<file path="config.mk">
export PLATFORM = sky130hd
export DESIGN_NAME = bram_port_arbiter
export DESIGN_NICKNAME = d
export VERILOG_FILES = /design/src/rtl/bram_port_arbiter.sv
export SDC_FILE = /design/constraint.sdc
export NUM_CORES = 1
export LEC_CHECK = 0
export ABC_CLOCK_PERIOD_IN_PS = 2650
export CAP_MARGIN = 10
export CORE_AREA = 2 2 626 628
export CTS_BUF_LIST = sky130_fd_sc_hd__clkbuf_8
export CTS_CLUSTER_SIZE = 16
export DETAILED_ROUTE_END_ITERATION = 10
export DIE_AREA = 0 0 628 630
export SLEW_MARGIN = 15
export SYNTH_ARGS = -nofsm -noshare
export SYNTH_HDL_FRONTEND = slang
export SYNTH_SLANG_ARGS = --single-unit
</file>
<file path="constraint.sdc">
create_clock -name clk -period 2.65 [get_ports clk]
set_clock_uncertainty 0.1 [all_clocks]
set_input_delay 0.3975 -clock clk [delete_from_list [all_inputs] [get_ports clk]]
set_output_delay 0.3975 -clock clk [all_outputs]
set_load 0.01 [all_outputs]
</file>
<file path="src/rtl/bram_port_arbiter.sv">
// bram_port_arbiter: shares one BRAM port between NUM_REQ clients.
// Each burst is granted atomically, and clients take turns in round-robin order.
// The BRAM strobes are combinational from the owner's lanes.
// Each read beat pushes the owner id into a READ_LATENCY-deep tag pipe, which
// steers the returned data back to the client that issued the read.
// Optional feature: define ARB_TIMEOUT_EN to revoke a grant held for MAX_HOLD cycles.
module bram_port_arbiter #(
  parameter int unsigned NUM_REQ      = 3,
  parameter int unsigned ADDR_WIDTH   = 16,
  parameter int unsigned DATA_WIDTH   = 256,
  parameter int unsigned READ_LATENCY = 1,
  parameter int unsigned MAX_HOLD     = 1024
) (
  input  logic                          clk,
  input  logic                          rst_n,
  input  logic [NUM_REQ-1:0]            req,
  input  logic [NUM_REQ-1:0]            last,
  input  logic [NUM_REQ-1:0]            we,
  input  logic [NUM_REQ*ADDR_WIDTH-1:0] addr,
  input  logic [NUM_REQ*DATA_WIDTH-1:0] wdata,
  output logic [NUM_REQ-1:0]            gnt,
  output logic                          bram_en,
  output logic                          bram_we,
  output logic [ADDR_WIDTH-1:0]         bram_addr,
  output logic [DATA_WIDTH-1:0]         bram_wdata,
  input  logic [DATA_WIDTH-1:0]         bram_rdata,
  output logic [DATA_WIDTH-1:0]         rdata,
  output logic [NUM_REQ-1:0]            rvalid,
  output logic                          busy,
  output logic                          timeout_err,
  output logic [$clog2(NUM_REQ)-1:0]    timeout_id
);

  localparam int unsigned ID_W = $clog2(NUM_REQ);

  typedef enum logic {IDLE, BUSY} state_t;

  state_t                             state_q, state_d;
  logic [NUM_REQ-1:0]                 gnt_q, gnt_d;
  logic [ID_W-1:0]                    owner_q, owner_d;
  logic [ID_W-1:0]                    rr_ptr_q, rr_ptr_d;
  logic [READ_LATENCY-1:0]            tag_vld_q, tag_vld_d;
  logic [READ_LATENCY-1:0][ID_W-1:0]  tag_id_q, tag_id_d;

  logic            in_busy;
  logic            beat;
  logic            burst_done;
  logic            hold_expired;
  logic            win_found;
  logic [ID_W-1:0] win_id;
  logic [ID_W-1:0] next_ptr;
  int unsigned     idx;

  assign in_busy    = (state_q == BUSY);
  assign beat       = in_busy & req[owner_q];
  assign burst_done = beat & last[owner_q];
  assign next_ptr   = (owner_q == ID_W'(NUM_REQ - 1)) ? '0 : owner_q + 1'b1;

  assign bram_en    = beat;
  assign bram_we    = beat & we[owner_q];
  assign bram_addr  = in_busy ? addr[owner_q*ADDR_WIDTH +: ADDR_WIDTH] : '0;
  assign bram_wdata = in_busy ? wdata[owner_q*DATA_WIDTH +: DATA_WIDTH] : '0;
  assign rdata      = bram_rdata;
  assign gnt        = gnt_q;
  assign busy       = in_busy;

  // Round-robin search for the first requester at or after rr_ptr
  always_comb begin
    win_found = 1'b0;
    win_id    = '0;
    idx       = 0;
    for (int unsigned i = 0; i < NUM_REQ; i++) begin
      idx = (32'(rr_ptr_q) + i) % NUM_REQ;
      if (!win_found && req[idx]) begin
        win_found = 1'b1;
        win_id    = ID_W'(idx);
      end
    end
  end

  // Grant FSM next state: grant in IDLE, release on last beat or hold expiry
  always_comb begin
    state_d  = state_q;
    gnt_d    = gnt_q;
    owner_d  = owner_q;
    rr_ptr_d = rr_ptr_q;
    case (state_q)
      IDLE: begin
        gnt_d = '0;
        if (win_found) begin
          state_d        = BUSY;
          gnt_d[win_id]  = 1'b1;
          owner_d        = win_id;
        end
      end
      BUSY: begin
        if (burst_done || hold_expired) begin
          state_d  = IDLE;
          gnt_d    = '0;
          rr_ptr_d = next_ptr;
        end
      end
      default: state_d = IDLE;
    endcase
  end

  // Read tag pipe: stage 0 captures this cycle's read beat, later stages shift
  always_comb begin
    tag_vld_d    = '0;
    tag_id_d     = '0;
    tag_vld_d[0] = bram_en & ~bram_we;
    tag_id_d[0]  = owner_q;
    for (int unsigned i = 1; i < READ_LATENCY; i++) begin
      tag_vld_d[i] = tag_vld_q[i-1];
      tag_id_d[i]  = tag_id_q[i-1];
    end
  end

  // Decode the oldest tag into a one-hot read-return strobe
  always_comb begin
    rvalid = '0;
    if (tag_vld_q[READ_LATENCY-1]) begin
      rvalid[tag_id_q[READ_LATENCY-1]] = 1'b1;
    end
  end

  // FSM, grant and tag-pipe registers
  always_ff @(posedge clk or negedge rst_n) begin
    if (!rst_n) begin
      state_q   <= IDLE;
      gnt_q     <= '0;
      owner_q   <= '0;
      rr_ptr_q  <= '0;
      tag_vld_q <= '0;
      tag_id_q  <= '0;
    end else begin
      state_q   <= state_d;
      gnt_q     <= gnt_d;
      owner_q   <= owner_d;
      rr_ptr_q  <= rr_ptr_d;
      tag_vld_q <= tag_vld_d;
      tag_id_q  <= tag_id_d;
    end
  end

`ifdef ARB_TIMEOUT_EN
  localparam int unsigned HOLD_W = $clog2(MAX_HOLD) + 1;

  logic [HOLD_W-1:0] hold_q, hold_d;
  logic              timeout_err_q, timeout_err_d;
  logic [ID_W-1:0]   timeout_id_q, timeout_id_d;

  assign hold_expired = in_busy && (hold_q == HOLD_W'(MAX_HOLD - 1));
  assign timeout_err  = timeout_err_q;
  assign timeout_id   = timeout_id_q;

  // Hold counter stays clear while idle, so it starts from zero on every grant;
  // a last beat in the limit cycle wins over the timeout
  always_comb begin
    hold_d        = hold_q;
    timeout_err_d = 1'b0;
    timeout_id_d  = timeout_id_q;
    if (!in_busy) begin
      hold_d = '0;
    end else if (!burst_done) begin
      hold_d = hold_q + 1'b1;
    end
    if (hold_expired && !burst_done) begin
      timeout_err_d = 1'b1;
      timeout_id_d  = owner_q;
    end
  end

  // Timeout registers
  always_ff @(posedge clk or negedge rst_n) begin
    if (!rst_n) begin
      hold_q        <= '0;
      timeout_err_q <= 1'b0;
      timeout_id_q  <= '0;
    end else begin
      hold_q        <= hold_d;
      timeout_err_q <= timeout_err_d;
      timeout_id_q  <= timeout_id_d;
    end
  end
`else
  assign hold_expired = 1'b0;
  assign timeout_err  = 1'b0;
  assign timeout_id   = '0;
`endif

endmodule

</file>
==> results of run 1 <==
[critical path: stages, from the launching register on]
cell and delay (ns):
dfrtp_4 0.55, nor2b_4 0.21, buf_12 0.13, buf_16 0.18, buf_12 0.17, buf_12 0.12
buf_16 0.14, buf_12 0.11, nand2_4 0.04, o21ai_2 0.07, and2_4 0.18, buf_12 0.14
[placed cells by master (no fill, tap or decap), drive strengths merged, types with 2 or more instances in the layout]
cell,instances
mux2,5
and2,273
inv,8
o21ai,275
dfrtp,11
o211ai,2
mux2i,275
clkdlybuf4s15,5
a21oi,3
buf,546
diode,105
and3b,4
dlygate4sd2,8
clkbuf,40
nor2,4
nand2b,2
nand2,274
nor2b,4
conb,3
ha,4
clkdlybuf4s50,833
dlymetal6s2s,3
a31oi,2
[synth_stat cells (2+ instances only)]
master and count:
mux2i_1 275, o21ai_0 275, nand2_1 274, and2_1 273
buf_4 261, clkbuf_1 68, buf_2 51, dfrtp_1 11
inv_1 7, and3b_1 4, ha_1 4, nor2_1 4
nor2b_1 3, a21oi_1 2, a31oi_1 2, mux2_2 2
mux2_4 2, nand2b_1 2, o211ai_1 2
[power groups by stage]
stage	logic (mW)	registers, mW	clock network, mW
final	30.1	0.328	0.172
after detailed placement	26.1	0.337	0
after global placement	26.2	0.333	0
after global routing	31.8	0.339	0.190
after floorplan	6.70	0.275	0
after CTS	29.1	0.341	0.172
[metrics by stage]
stage | TNS (ns) | setup slack [ns] | area (µm²)
3_3_place_gp | -6.86 | -0.641 | 28700
3_5_place_dp | -7.31 | -0.625 | 28700
4_1_cts | -25.81 | -0.283 | 31200
5_1_grt | -18.05 | -0.239 | 33300
6_report | -6.80 | -0.169 | 33500
2_1_floorplan | 0 | 0.738 | 10000
[layout make-up]
type | count | area, µm²
Clock inverter | 1 | 3.75
Tap cell | 5197 | 6500
Sequential cell | 11 | 287
Inverter | 7 | 26.3
Fill cell | 45200 | 355000
Antenna cell | 105 | 263
Clock buffer | 3 | 41.3
Multi-Input combinational cell | 1143 | 9840
Timing Repair Buffer | 1433 | 16500
[routing by layer]
layer | vias up | part of all wire (%) | track usage (%)
li1 | 7185 | - | -
met1 | 7697 | 27 | 12.3
met2 | 1637 | 49 | 27.2
met3 | 654 | 20 | 13.6
met4 | 102 | 3.6 | 3.45
met5 | - | 0.32 | 0.628
[flip-flops by register name, indices dropped and copies added (netlist names)]
name	cells
gnt	3
owner_q	2
rr_ptr_q	2
tag_id_q	2
busy	1
tag_vld_q	1
[path summary, 6_finish.rpt]
kind | depth (start not counted) | start | to | slack [ns]
worst min register to register | 2 | gnt[2] | gnt[2] | 0.44
min in group clk | 2 | gnt[2] | gnt[2] | 0.44
worst min-delay path | 1 | rst_n | tag_id_q[1] | 0.42
worst max register to register | 9 | owner_q[1] | rr_ptr_q[0] | 0.12
worst max-delay path | 11 | owner_q[1] | bram_wdata[241] | -0.17
max in group asynchronous | 1 | rst_n | owner_q[1] | 1.60
[kinds of logic after synthesis]
logic type | after synthesis | synth area share [%]
other cells | 1 | 0.0375
fa+ha+maj | 4 | 0.500
simple gates | 567 | 28.7
flops | 11 | 2.75
buf+inv | 389 | 25.1
compound gates | 289 | 14.8
mux | 280 | 28.1
[repair_timing]
item                       4_1_cts  5_1_grt
pin swaps                       55       51
hold endpoints to repair         0        0
cloned                          17        6
setup buffers                   59       62
setup endpoints to repair      227      267
resized for setup              663      644
==> reports/qor.yml, run 1 <==
synth_edf_count: 0
internal_power_mw: 14.7
drt_wl_total_um: 316000
timing.final.crit_period_ns: 2.82
dr.pass1.iters: 5
pwr-share-comb_pct: 98.4
yosysSeqAreaShare_pct: 2.75
ys.warnings.count: 0
gp_congestion: 0.970
synth-seq-cells: 11
ys.flop_type: "dfrtp_1"
violations: "setup timing"
cap_violations: 0
finalPower_mw: 30.6
clkPwrFrac_pct: 0.6
async_flop_share_pct: 100
fin_crit_sh_pct: 106
rows: 229
fin_cells: 7900
dpl.cell_count: 7670
route.detailed.drc: 0
slew_headroom_pct: 40.2
crit_required_ns: 2.15
status: "finished with violations"
finalSetupViolations: 125
numClockSinks: 11
rsz0062_at_grt: "true"
grt_overflow: 0
powerDensity_nw_per_um2: 914
drive_above_1_share_pct: 42.5
drtIter0Drc: 1256
vias: 17300
fmaxAchievable_mhz: 355
cts_max_path_buffers: 2
grt_use_total_pct: 15.3
netlist_area_um2: 10000
setup_ws_ns: -0.169
antenna_found_initial: 339
seq_power_share_pct: 1.1
die_x_um: 628
final_antenna_net_count: 0
numPortBuffers: 1107
cp_max_fo: 6
htree_levels: 1
ir_drop_mv: 0.537
synthTopCellsByArea: "mux2i_1, buf_4, and2_1"
critPathKind: "reg -> out"
synth_area_leader_cell: "mux2i_1"
final_util_pct: 8.62
root_buffer: "clkbuf_8"
cts_made_buffers: 3
drv_slew: 0
io_pins: 1623
grt_first_pass_wirelength_um: 353000
nets: 3686
dpl.hpwl_um: 296000
insertion_delay_ns: 0.24
syn_to_final_growth_pct: 234
synth_cell_types: 38
grt_max_degree: 92
switchingPower_mw: 15.9
cts-hold-fix-buffers: 0
cts_tree: "yes"
sw_frac_of_total_pct: 52.1
core_area_um2: 388000
end_kind: "output port"
via_per_inst: 2.19
yosys.area.top_type_share_pct: 27.5
grt_pass1_vias: 16500
die_y_um: 630
worstHoldPathType: "in -> async"
wl_per_cell_um: 40.0
holdWs_ns: 0.425
critical_path_arrival_ns: 2.32
synth_area_per_cell_um2: 6.50
start_util_pct: 2.58
die-area_um2: 396000
start_kind: "register"
clk_pin_slew_ns: 0.06
hold_viol: 0
worst_slew_pin_slew_ns: 0.885
leakage_nw: 11.3
synthCells: 1541
Power figures use the tool's default switching activity.
==> inputs of run 2 (changes only) <==
==> config.mk (replaced) <==
export PLATFORM = sky130hd
export DESIGN_NAME = bram_port_arbiter
export DESIGN_NICKNAME = d
export VERILOG_FILES = /design/src/rtl/bram_port_arbiter.sv
export SDC_FILE = /design/constraint.sdc
export NUM_CORES = 1
export LEC_CHECK = 0
export ABC_AREA = 1
export ABC_CLOCK_PERIOD_IN_PS = 2650
export CAP_MARGIN = 10
export CORE_AREA = 2 2 627 629
export CTS_BUF_LIST = sky130_fd_sc_hd__clkbuf_8
export CTS_CLUSTER_SIZE = 16
export DETAILED_ROUTE_END_ITERATION = 10
export DIE_AREA = 0 0 629 631
export SLEW_MARGIN = 20
export SYNTH_ARGS = -nofsm -noshare
export SYNTH_HDL_FRONTEND = slang
export SYNTH_SLANG_ARGS = --single-unit
==> run 2 against run 1 <==
Net effect: the run still ends with setup timing left; final area fell by 4.9%; combinational power grew 18%; cell count is 5.6% higher; critical path depth is 2 higher; via count is 12% higher; area after synthesis is 0.12% higher; worst hold slack got worse by 0.0012 ns; global-route usage down 0.32 points; sequential power up 5%; sequential cell count unchanged; fmax is 2.4% higher; highest routed layer unchanged.
==> reports/qor.yml, run 2 <==
critPathKind: "reg -> out"
vias: 19300  # +12%
finalPower_mw: 36.2  # +18%
critical_path_arrival_ns: 2.25  # -0.07 ns
dr.pass1.iters: 7  # +2
worstHoldPathType: "in -> async"
cap_violations: 0  # unchanged
synth_area_leader_cell: "nand2_1"
dpl.hpwl_um: 289000  # -2.4%
setup_ws_ns: -0.102  # +0.0667 ns
grt_overflow: 0  # unchanged
yosys.area.top_type_share_pct: 42.2  # +15 points
powerDensity_nw_per_um2: 1140  # +24%
ys_top_cells_by_count: "nand2_1, inv_1, nand3_1"
insertion_delay_ns: 0.24  # about the same
clk_pin_slew_ns: 0.05  # about the same
drt_wl_total_um: 310000  # -1.9%
hold_viol: 0  # unchanged
drtIter0Drc: 1508  # +20%
multi_input_area_um2: 8110  # -18%
root_buffer: "clkbuf_8"
rsz0062_at_grt: "true"
io_pins: 1623  # unchanged
core_area_um2: 391000  # +0.66%
final_antenna_net_count: 0  # unchanged
grt_max_degree: 60  # -35%
critical_path.endpoint: "bram_wdata[102]"
timing.final.crit_period_ns: 2.75  # -0.0667 ns
synth_edf_count: 0  # unchanged
syn_to_final_growth_pct: 218
gp_congestion: 0.993  # +2.4%
start_kind: "register"
slew_headroom_pct: 62.4  # +22 points
rows: 230  # +0.44%
ys.flop_type: "dfrtp_1"
drv_slew: 0  # unchanged
grt_first_pass_wirelength_um: 351000  # -0.47%
nets: 4135  # +12%
fmaxAchievable_mhz: 363  # +2.4%
async_flop_share_pct: 100  # unchanged
synth_cell_types: 25  # -34%
layout_common_cells: "nand2_1, clkdlybuf4s50_1, buf_12"
crit_start: "owner_q[0]"
largest_reg_flops: 3  # unchanged
worst_slew_pin_slew_ns: 0.562  # -0.323 ns
yosysSeqAreaShare_pct: 2.75  # -0.0034 points
start_util_pct: 2.56  # -0.014 points
grt_pass1_vias: 18400  # +11%
numClockSinks: 11  # unchanged
regArea_um2: 282  # -1.7%
status: "finished with violations"
fin_crit_sh_pct: 104  # -2.5 points
cts-hold-fix-buffers: 0  # unchanged
yosysMostFrequentCell: "nand2_1"
via_per_inst: 2.32  # +6.0%
ir_drop_mv: 0.532  # -0.98%
final_common_cell: "nand2_1"
antenna_found_initial: 301  # -11%
htree_levels: 1  # unchanged
rr_endpoint: "rr_ptr_q[0]"
cts_made_buffers: 3  # unchanged
final_util_pct: 8.14  # -0.48 points
r2r-start: "owner_q[1]"
numPortBuffers: 1107  # unchanged
cts_max_path_buffers: 2  # unchanged
cp_max_fo: 5  # -1
die_x_um: 629  # +0.16%
finalSetupViolations: 39  # -69%
synth_area_per_cell_um2: 4.71  # -27%
synthCells: 2126  # +38%
r2r_slack_ns: 0.50  # +0.38 ns
wl_per_cell_um: 37.2  # -7.1%
reg2reg_depth: 12  # +3
die-area_um2: 397000  # +0.32%
synthTopCellsByArea: "nand2_1, buf_4, nand3_1"
violations: "setup timing"
netlist_area_um2: 10000  # +0.12%
grt_use_total_pct: 14.9  # -0.32 points
synth-seq-cells: 11  # unchanged
die_y_um: 631  # +0.16%
dpl_worst_slack_ns: -0.158  # +0.467 ns
end_kind: "output port"
holdWs_ns: 0.424  # -0.00122 ns
cts_tree: "yes"
route.detailed.drc: 0  # unchanged
leakage_nw: 13.4  # +19%
crit_required_ns: 2.15  # about the same
n_fill_cell: 46300  # +2.3%
ys.warnings.count: 0  # unchanged
drive_above_1_share_pct: 31.0  # -12 points
[run 2: changes by cell type after synthesis, sizes merged, moves of 5 or more]
cell    previous run  this run
and2             273         1
buf              314       372
clkbuf            68         9
inv                7       293
mux2               5         0
mux2i            275         0
nand2            274      1128
nand3              1       287
nor2               4         9
o21ai            275         5
[run 2: timing repair]
action,CTS,global route
setup endpoints to repair,246,206
gates cloned,30,7
resized for setup,530,537
buffers inserted,55,35
pin swaps,31,62
hold endpoints to repair,0,0
[run 2: cell families (layout without fill, tap and decap cells)]
group	Yosys count	after routing	share of synthesized area, %
buffers and inverters	674	1593	38.9
flip-flops	11	11	2.75
AO/OA/AOI/OAI	8	8	0.474
adder cells (fa/ha/maj)	4	4	0.499
AND/OR/NAND/NOR	1428	1428	57.3
other	1	79	0.0374
[run 2: power breakdown]
| part | switching [mW] | leakage (nW) | internal [mW] |
|---|---|---|---|
| Sequential | 0.0999 | 0.138 | 0.245 |
| Combinational | 20.7 | 13.3 | 15.0 |
| Clock | 0.0665 | 0.0274 | 0.102 |
[run 2: critical path, cell delays in order, from the launching register on]
cell and delay (ns):
dfrtp_2 0.47, buf_12 0.16, nand2_8 0.10, clkinv_16 0.09
buf_12 0.15, buf_16 0.13, buf_12 0.14, buf_12 0.14
buf_8 0.13, nand2_2 0.06, nand3_2 0.09, nand2_2 0.09
inv_2 0.05, buf_12 0.13
[run 2: worst min path at each step]
stage                  endpoint  slack, ns  cells past startpoint
finish              rr_ptr_q[1]       0.42                      1
global route        tag_id_q[0]       0.45                      0
CTS                 tag_id_q[0]       0.41                      0
detailed placement       gnt[1]       0.40                      2
global placement    tag_id_q[0]       0.40                      0
floorplan                  busy      0.002                      0
[run 2: layout make-up]
class	count	share of cell area [%]
Antenna cell	76	0.598
Clock buffer	3	0.130
Clock inverter	1	0.0118
Inverter	293	3.67
Multi-Input combinational cell	1443	25.5
Sequential cell	11	0.884
Tap cell	5220	20.5
Timing Repair Buffer	1295	48.6
Timing Repair inverter	1	0.0629
[run 2: per-stage QoR]
step / cell area [µm²] / TNS [ns] / std cells
final: 31800 / -1.43 / 8343
after global routing: 31700 / -8.26 / 8305
after CTS: 29800 / -5.97 / 8240
after detailed placement: 27300 / -5.16 / 8154
after global placement: 27300 / -7.85 / 8154
after floorplan: 10000 / 0 / 2128
[run 2: routing by layer]
metal / global-route usage (%) / vias up / part of all wire (%)
met2: 25.6 / 1879 / 47
met5: 0.785 / - / 0.35
met1: 11.6 / 8607 / 26
met4: 4.66 / 150 / 4.7
li1: - / 7986 / -
met3: 14.6 / 715 / 22
